**src/rtl/decoder_pkg.sv**
```systemverilog
// Shared types and helpers for the registered one-hot decoder.
// Holds the mode encoding and the index-to-one-hot helper.
package decoder_pkg;

   typedef enum logic [1:0] {
      MODE_LEVEL = 2'd0,
      MODE_PULSE = 2'd1,
      MODE_SCAN  = 2'd2,
      MODE_OFF   = 2'd3
   } mode_t;

   // Widest select bus the helper can produce (N_BITS up to 8).
   localparam int unsigned ONEHOT_MAX_W = 256;

   // Zero-extended 1 << idx; callers keep the low 2**N_BITS bits.
   function automatic logic [ONEHOT_MAX_W-1:0] onehot(input int unsigned idx);
      logic [ONEHOT_MAX_W-1:0] r;
      r = '0;
      if (idx < ONEHOT_MAX_W)
         r = ONEHOT_MAX_W'(1) << idx;
      return r;
   endfunction

endpackage

```
**src/rtl/dwell_timer.sv**
```systemverilog
// Dwell counter shared by the pulse and scan paths of decoder_strobe.
// Counts enabled cycles and flags the cycle in which cnt reaches dwell.
module dwell_timer #(
   parameter int unsigned DWELL_W = 8
) (
   input  logic               clk,
   input  logic               reset_n,
   input  logic               run,
   input  logic               clear,
   input  logic [DWELL_W-1:0] dwell,
   output logic               expire
);

   logic [DWELL_W-1:0] cnt;

   // dwell is compared live; a count already past a lowered dwell simply wraps.
   assign expire = run & (cnt == dwell);

   always_ff @(posedge clk) begin
      if (!reset_n)
         cnt <= '0;
      else if (clear)
         cnt <= '0;
      else if (run)
         cnt <= expire ? '0 : cnt + DWELL_W'(1);
   end

endmodule

```
**src/rtl/decoder_strobe.sv**
```systemverilog
// Registered binary-to-one-hot decoder with level, pulse and scan modes.
// All outputs come straight from flops; inputs only feed next-state logic.
module decoder_strobe
   import decoder_pkg::*;
#(
   parameter int unsigned N_BITS  = 3,
   parameter int unsigned DWELL_W = 8
) (
   input  logic                 clk,
   input  logic                 reset_n,
   input  logic                 enable,
   input  mode_t                mode,
   input  logic                 load,
   input  logic [N_BITS-1:0]    n,
   input  logic [DWELL_W-1:0]   dwell,
   output logic [2**N_BITS-1:0] decoded,
   output logic [N_BITS-1:0]    index,
   output logic                 busy
);

   localparam int unsigned OUT_W = 2**N_BITS;

   logic [N_BITS-1:0]       idx, idx_nxt;
   logic                    act, act_nxt;
   mode_t                   mode_q;
   logic                    mode_chg;
   logic                    run, clear, expire;
   logic [OUT_W-1:0]        dec_nxt;
   logic [ONEHOT_MAX_W-1:0] oh_full;

   // Timer is held at zero outside the timed modes and restarts on load or mode change.
   always_comb begin
      mode_chg = (mode != mode_q);
      clear    = load | mode_chg | (mode == MODE_LEVEL) | (mode == MODE_OFF);
      run      = enable & ~clear &
                 ((mode == MODE_SCAN) | ((mode == MODE_PULSE) & act));
   end

   dwell_timer #(
      .DWELL_W (DWELL_W)
   ) u_timer (
      .clk     (clk),
      .reset_n (reset_n),
      .run     (run),
      .clear   (clear),
      .dwell   (dwell),
      .expire  (expire)
   );

   always_comb begin
      idx_nxt = idx;
      if (load)
         idx_nxt = n;
      else if (expire && (mode == MODE_SCAN))
         idx_nxt = idx + N_BITS'(1);

      act_nxt = act;
      if (mode != MODE_PULSE)
         act_nxt = 1'b0;
      else if (load)
         act_nxt = 1'b1;
      else if (mode_chg || expire)
         act_nxt = 1'b0;
   end

   // Output is decoded from the next index so a load shows after a single edge.
   always_comb begin
      oh_full = onehot(int'(idx_nxt));
      dec_nxt = '0;
      if (enable) begin
         case (mode)
            MODE_LEVEL, MODE_SCAN: dec_nxt = oh_full[OUT_W-1:0];
            MODE_PULSE:            if (act_nxt) dec_nxt = oh_full[OUT_W-1:0];
            default:               dec_nxt = '0;
         endcase
      end
   end

   always_ff @(posedge clk) begin
      if (!reset_n) begin
         idx     <= '0;
         act     <= 1'b0;
         decoded <= '0;
         mode_q  <= mode;
      end else begin
         idx     <= idx_nxt;
         act     <= act_nxt;
         decoded <= dec_nxt;
         mode_q  <= mode;
      end
   end

   assign index = idx;
   assign busy  = act;

endmodule

```
**config.mk**
```make
export PLATFORM = sky130hd
export DESIGN_NAME = decoder_strobe
export DESIGN_NICKNAME = d
export VERILOG_FILES = /design/src/rtl/decoder_pkg.sv /design/src/rtl/dwell_timer.sv /design/src/rtl/decoder_strobe.sv
export SDC_FILE = /design/constraint.sdc
export NUM_CORES = 1
export LEC_CHECK = 0
export BUFFER_PORTS_ARGS = -buffer_cell sky130_fd_sc_hd__buf_2
export CAP_MARGIN = 10
export CORE_MARGIN = 4
export CORE_UTILIZATION = 45
export CTS_BUF_LIST = sky130_fd_sc_hd__clkbuf_16
export CTS_CLUSTER_SIZE = 30
export DETAILED_ROUTE_END_ITERATION = 8
export HOLD_SLACK_MARGIN = 0.05
export PLACE_DENSITY = 0.78
export SETUP_SLACK_MARGIN = 0.1
export SLEW_MARGIN = 20
export SYNTH_ARGS = -nofsm -noshare
export SYNTH_HDL_FRONTEND = slang
export SYNTH_SLANG_ARGS = --single-unit
```
**constraint.sdc**
```tcl
create_clock -name clk -period 2.2 [get_ports clk]
set_clock_uncertainty 0.1 [all_clocks]
set_input_delay 0.33 -clock clk [delete_from_list [all_inputs] [get_ports clk]]
set_output_delay 0.33 -clock clk [all_outputs]
set_load 0.01 [all_outputs]
```
==> results by group, run 1 <==
Run status
  • Status: completed

Clocking
  • Clock Pin Slew Worst Setup and Hold Paths: 0.06 ns
  • Hold-fix buffers at CTS: 0
  • Root Driver: sky130_fd_sc_hd__clkbuf_16
  • Clock Latency Late Sink: 0.25 ns
  • Total CTS buffers: 3
  • Number of buffers on the longest clock path: 2
  • TritonCTS clock tree: done
  • Number of H-tree levels: 1
  • Post-CTS repair timing setup buffer count: 0
  • Clock Sink Count: 22

Placement
  • Cell Area, Placed: 0.00131 sq mm
  • Half-perimeter wire length after detailed placement: 1960 um
  • Gp weighted congestion: 0.869
  • Pre-CTS setup slack: -0.0846 ns
  • Count of port buffers added during placement: 28

Yosys
  • Syn Area/Cell: 9.49 sq um
  • Number of synthesis warnings: 0
  • Cells after synthesis: 114
  • Sequential share of the synthesized area: 0.407
  • Net count after synthesis: 133
  • Post-Syn Area: 0.00108 sq mm
  • Flip-flop and latch count after synthesis: 22
  • Synth unique cells: 37

Routing
  • Avg WL per Cell: 14.6 um
  • Detail-routed via count per cell: 5.45
  • Count of unresolved DRC violations after routing: 0
  • Iteration count of the initial detailed-routing pass: 4
  • Antenna-violating nets left: 0
  • Wire length reported by the detailed router: 2650 um
  • 1st-iter DRT viols: 21
  • Vias: 991

Worst setup path
  • Worst reg2reg endpoint: index[1]$_SDFF_PN0_
  • Worst reg-to-reg setup slack: 0.17 ns
  • Delay of the slowest cell on the worst path: 0.38 ns
  • Critical path data required time: 2.25 ns
  • Sequence of cells on the critical path: xnor2_2 -> nand4_2 -> nor4_2 -> mux2_2 -> mux2_4 -> and2_4
  • Crit. End Element: register
  • Cell type of the slowest stage on the worst timing path: sky130_fd_sc_hd__mux2_2
  • Crit Path Category: reg2reg
  • Arr. time, crit path: 2.08 ns
  • Sort of element at the start of the critical path: register
  • Count of cells along the worst register-to-register path: 6
  • Critical path peak fanout: 5
  • Launching point of the worst reg2reg path: u_timer.cnt[3]$_SDFFE_PP0P_

Timing
  • Worst setup margin: 0.172 ns
  • Number of pins with negative max-slew slack in the final report: 0
  • Timing-limited maximum frequency: 493 MHz
  • Slew at the pin with the worst max-slew slack: 0.385 ns
  • Count of final setup violators: 0
  • Worst rel slew slack: 0.740
  • Final critical-path share of the clock period: 0.922
  • Summed negative setup slack over all endpoints: 0 ns
  • Unrepaired setup endpoints after global routing: true
  • Hold violation total from the final report: 0
  • Post-route minimum period: 2.03 ns

Layout
  • Area Overhead vs Synth: 40.1%
  • Final antenna diode count: 0
  • Filler cell count: 189
  • Final std cell area, no fill: 0.00152 sq mm
  • Utilization after layout: 0.673
  • Most frequent standard cell in the layout excluding fill and tap cells: sky130_fd_sc_hd__buf_2
  • Share of cells above drive strength 1: 0.442
  • Most frequent cells in the layout: sky130_fd_sc_hd__buf_2, sky130_fd_sc_hd__dfxtp_1, sky130_fd_sc_hd__buf_4
  • Number of nets in the finished design: 174

Global route
  • Total routing usage reported by global routing: 0.167
  • Total grt overflow: 0
  • Largest net degree at the start of global routing: 14
  • Initial antenna violation count: 0
  • First-pass GRT wire length: 4340 um
  • Via count of the first global-routing pass: 1028

Pwr
  • Leakage power: 0.629 nW
  • Total power divided by cell area: 672 mW/mm^2
  • Peak supply drop: 470 uV
  • Total power of the final layout: 0.00102 W

Floorplan
  • Die Footprint: 0.00325 sq mm
  • Starting Density: 0.480
  • Die Span Y: 57.0 um
  • Top-level port count: 29
  • Number of placement rows: 17
  • Core region area: 0.00225 sq mm
  • Die Span X: 57.0 um

Min path
  • Cell count of the worst hold path: 1
  • Startpoint of the worst hold path: mode[1]
  • Kind of path behind the tightest hold check: in2reg
  • Terminating pin of the worst hold path: mode_q[1]$_DFF_P_

Job
  • Number of max-cap violations: 0
## sequential cells by signal, indices dropped and copies added (netlist names)
signal and cells:
decoded 8, u_timer.cnt 8, index 3, mode_q 2, busy 1
## worst max path at each step
stage,from,endpoint,cells past startpoint
after floorplan,busy$_SDFF_PN0_,index[1]$_SDFF_PN0_,6
after global placement,dwell[0],index[1]$_SDFF_PN0_,7
after detailed placement,dwell[7],index[1]$_SDFF_PN0_,7
after CTS,u_timer.cnt[3]$_SDFFE_PP0P_,index[1]$_SDFF_PN0_,6
after global routing,u_timer.cnt[1]$_SDFFE_PP0P_,decoded[6]$_SDFF_PN0_,7
final,u_timer.cnt[3]$_SDFFE_PP0P_,index[1]$_SDFF_PN0_,6
## worst max-delay path: cells and delay by family, from the launching register on
kind	cells	cell delay [ns]
DFF	1	0.33
and+or+nand+nor	3	0.62
muxes	2	0.68
xor gates and xnor gates	1	0.19
## timing repair
| action | in CTS | in global routing |
|---|---|---|
| cloned | 0 | 0 |
| resized for setup | 5 | 16 |
| pin swaps | 2 | 7 |
| setup endpoints to repair | 9 | 9 |
## kinds of logic after synthesis
| logic type | share of synthesized area |
|---|---|
| and+or+nand+nor | 0.301 |
| DFF | 0.407 |
| AOI/OAI and AO/OA | 0.0913 |
| xor gates and xnor gates | 0.121 |
| muxes | 0.0393 |
| buffers and inverters | 0.0173 |
| adders and majority gates | 0.0231 |
## per-stage QoR
step           hold WS [ns]  std cells
2_1_floorplan         0.258        114
3_3_place_gp          0.392        178
3_5_place_dp          0.411        178
4_1_cts               0.155        182
5_1_grt               0.172        182
6_report              0.166        182
## routing by layer
layer | up-vias | part of all wire | track usage
li1 | 491 | - | -
met1 | 463 | 0.42 | 0.199
met2 | 32 | 0.51 | 0.299
met3 | 5 | 0.051 | 0.0317
met4 | 0 | 0.011 | 0.0563
met5 | - | 0 | 0
## cells in the mapped netlist (all sizes together)
library cell	number	area, sq um
dfxtp	22	440
xnor2	11	96.3
nand2	9	33.8
nor3	9	45.0
nor2	6	22.5
o21ai	6	33.8
nand3	5	25.0
nand4	5	43.8
a21oi	4	23.8
xor2	4	35.0
nor4	3	31.3
or3	3	18.8
and2	2	12.5
and3	2	12.5
ha	2	25.0
inv	2	7.51
mux2	2	22.5
mux2i	2	20.0
nand4bb	2	22.5
nor2b	2	12.5
a211oi	1	7.51
a21bo	1	10.0
a21boi	1	7.51
and4b	1	10.0
and4bb	1	12.5
buf	1	11.3
nand2b	1	6.26
nand3b	1	7.51
nor4b	1	8.76
o21a	1	7.51
o311ai	1	8.76
## where the power goes
| group | total [W] | switching, W | leakage [nW] | internal [W] |
|---|---|---|---|---|
| clock network | 0.000501 | 0.000140 | 0.0511 | 0.000361 |
| logic | 0.000108 | 0.0000578 | 0.396 | 0.0000502 |
| registers | 0.000411 | 0.00000573 | 0.182 | 0.000405 |
## layout make-up
class,instances,area [sq um],share of cell area
Clock buffer,3,75.1,0.0495
Clock inverter,1,30.0,0.0198
Inverter,2,7.51,0.00495
Multi-Input combinational cell,89,712,0.469
Sequential cell,22,449,0.296
Tap cell,28,35.0,0.0231
Timing Repair Buffer,37,208,0.137
Note: power is estimated with default switching activity, not from simulation.
==> inputs of run 2 (changes only) <==
CORE_ASPECT_RATIO = 1.5   (was unset)
==> results by group, run 2 (synthesis gave the netlist of run 1 again) <==
Layout
  • Area Overhead vs Synth: 40.6%
  • Layout Cells excl Fill: 175
  • Most frequent cells in the layout: sky130_fd_sc_hd__buf_2, sky130_fd_sc_hd__dfxtp_1, sky130_fd_sc_hd__nand2_1, sky130_fd_sc_hd__xnor2_2
  • Share of cells above drive strength 1: 0.454
  • Most frequent standard cell in the layout excluding fill and tap cells: sky130_fd_sc_hd__buf_2
  • Number of nets in the finished design: 172
  • Final antenna diode count: 0

Clocking
  • Root Driver: sky130_fd_sc_hd__clkbuf_16
  • Total CTS buffers: 3
  • TritonCTS clock tree: done
  • Post-CTS repair timing setup buffer count: 0
  • Clock Sink Count: 22
  • Number of H-tree levels: 1
  • Clock Latency Late Sink: 0.25 ns
  • Number of buffers on the longest clock path: 2
  • Hold-fix buffers at CTS: 0
  • Clock Pin Slew Worst Setup and Hold Paths: 0.06 ns

Pwr
  • Total power divided by cell area: 676 mW/mm^2
  • Leakage power: 0.642 nW
  • Share of power burned in the clock network: 0.491
  • Switching power: 0.000210 W
  • Switching share of power: 0.204
  • Peak supply drop: 492 uV
  • Cell internal pwr: 0.000818 W
  • Part of the total power dissipated in combinational logic: 0.107
  • Reg power frac: 0.402
  • Total power of the final layout: 0.00103 W

Routing
  • Detail-routed via count per cell: 5.77
  • Vias: 1009
  • Avg WL per Cell: 16.4 um
  • Antenna-violating nets left: 0
  • Count of unresolved DRC violations after routing: 0
  • Iteration count of the initial detailed-routing pass: 4
  • Wire length reported by the detailed router: 2880 um
  • 1st-iter DRT viols: 13

Worst setup path
  • Delay of the slowest cell on the worst path: 0.35 ns
  • Count of cells along the worst register-to-register path: 6
  • Crit Path Category: reg2reg
  • Worst reg2reg endpoint: index[1]$_SDFF_PN0_
  • Sort of element at the start of the critical path: register
  • Arr. time, crit path: 2.08 ns
  • Crit. End Element: register
  • Crit-path most repeated cell: sky130_fd_sc_hd__mux2_4
  • Critical path peak fanout: 5
  • Buffer and inverter count on the worst path: 0
  • Endpoint of the most critical setup path: index[1]$_SDFF_PN0_
  • Top delay family on crit path: multiplexers
  • Worst reg-to-reg setup slack: 0.17 ns
  • Sequence of cells on the critical path: xnor2_2 -> nand2_2 -> nor4_2 -> mux2_4 -> mux2_4 -> and2_1
  • Critical Path Start: u_timer.cnt[4]$_SDFFE_PP0P_
  • Launching point of the worst reg2reg path: u_timer.cnt[4]$_SDFFE_PP0P_
  • Cell type of the slowest stage on the worst timing path: sky130_fd_sc_hd__dfxtp_2
  • Crit. path cell count: 6
  • Critical path data required time: 2.25 ns

Global route
  • Met1 global-route usage: 0.193
  • Initial antenna violation count: 0
  • Total routing usage reported by global routing: 0.191
  • Met2 capacity usage during global routing: 0.351
  • First-pass GRT wire length: 4480 um
  • Most Crowded Layer GR: met2
  • Via count of the first global-routing pass: 1052
  • Total grt overflow: 0
  • Largest net degree at the start of global routing: 14
  • Global-route track usage on met3: 0.0421

Timing
  • Final critical-path share of the clock period: 0.922
  • Worst rel slew slack: 0.796
  • Number of pins with negative max-slew slack in the final report: 0
  • Unrepaired setup endpoints after global routing: true
  • Timing-limited maximum frequency: 493 MHz
  • Worst setup margin: 0.171 ns
  • Count of final setup violators: 0
  • Slew at the pin with the worst max-slew slack: 0.305 ns
  • Post-route minimum period: 2.03 ns
  • Hold violation total from the final report: 0

Job
  • Number of max-cap violations: 0

Placement
  • Half-perimeter wire length after detailed placement: 2060 um
  • Gp weighted congestion: 0.875
  • Count of port buffers added during placement: 28
  • Placed Instances: 171
  • Pre-CTS setup slack: -0.0624 ns

Floorplan
  • Die Span Y: 68.1 um
  • Core region area: 0.00226 sq mm
  • Starting Density: 0.479
  • Top-level port count: 29
  • Die Span X: 48.0 um
  • Die Footprint: 0.00327 sq mm
  • Number of placement rows: 21

Run status
  • Status: completed

Min path
  • Startpoint of the worst hold path: mode[1]
  • Kind of path behind the tightest hold check: in2reg
## run 2: cell types whose count changed in the layout (fill, tap and decap cells not counted), moves of 2 or more
cell / before / now
sky130_fd_sc_hd__buf_4: 9 / 7
sky130_fd_sc_hd__nor4_2: 3 / 1
sky130_fd_sc_hd__mux2i_1: 2 / 0
sky130_fd_sc_hd__mux2i_2: 0 / 2
sky130_fd_sc_hd__nor4_4: 0 / 2
sky130_fd_sc_hd__xnor2_2: 6 / 8
## run 2: power by group through the flow
stage	Combinational [W]	Sequential (W)	Clock [W]
CTS	0.0000964	0.000413	0.000510
global placement	0.0000884	0.000420	0
floorplan	0.0000471	0.000423	0
detailed placement	0.0000911	0.000421	0
finish	0.000110	0.000413	0.000505
global route	0.000119	0.000413	0.000528
## run 2: layout make-up
cell class | instances | area (sq um)
flip-flops and latches | 22 | 447
well taps | 23 | 28.8
repair buffers | 35 | 193
fillers | 181 | 738
clock buffers | 3 | 75.1
multi-input cells | 89 | 741
inverters | 2 | 7.51
clock inverters | 1 | 30.0
## run 2: worst min-delay path by stage
stage / end / cells past startpoint
final: mode_q[1]$_DFF_P_ / 1
after global routing: mode_q[1]$_DFF_P_ / 1
after CTS: mode_q[1]$_DFF_P_ / 1
after detailed placement: mode_q[1]$_DFF_P_ / 1
after global placement: u_timer.cnt[7]$_SDFFE_PP0P_ / 2
after floorplan: mode_q[0]$_DFF_P_ / 0
## run 2: metal layers
layer  part of all wire  vias to the layer above
met3              0.049                       10
met1               0.37                      478
met2               0.55                       33
met4              0.027                        0
li1                   -                      488
met5                  0                        -
## run 2: stage by stage
step / setup TNS (ns) / instance area [sq um] / hold slack (ns) / util
3_5_place_dp: -0.0755 / 1290 / 0.407 / 0.572
6_report: 0 / 1520 / 0.149 / 0.673
3_3_place_gp: 0 / 1290 / 0.389 / 0.572
2_1_floorplan: 0 / 1080 / 0.258 / -
4_1_cts: 0 / 1430 / 0.144 / 0.631
5_1_grt: 0 / 1520 / 0.156 / 0.673
## run 2: timing repair
item | 4_1_cts | 5_1_grt
pin swaps | 0 | 2
gates resized for setup | 6 | 19
setup endpoints to repair | 9 | 9
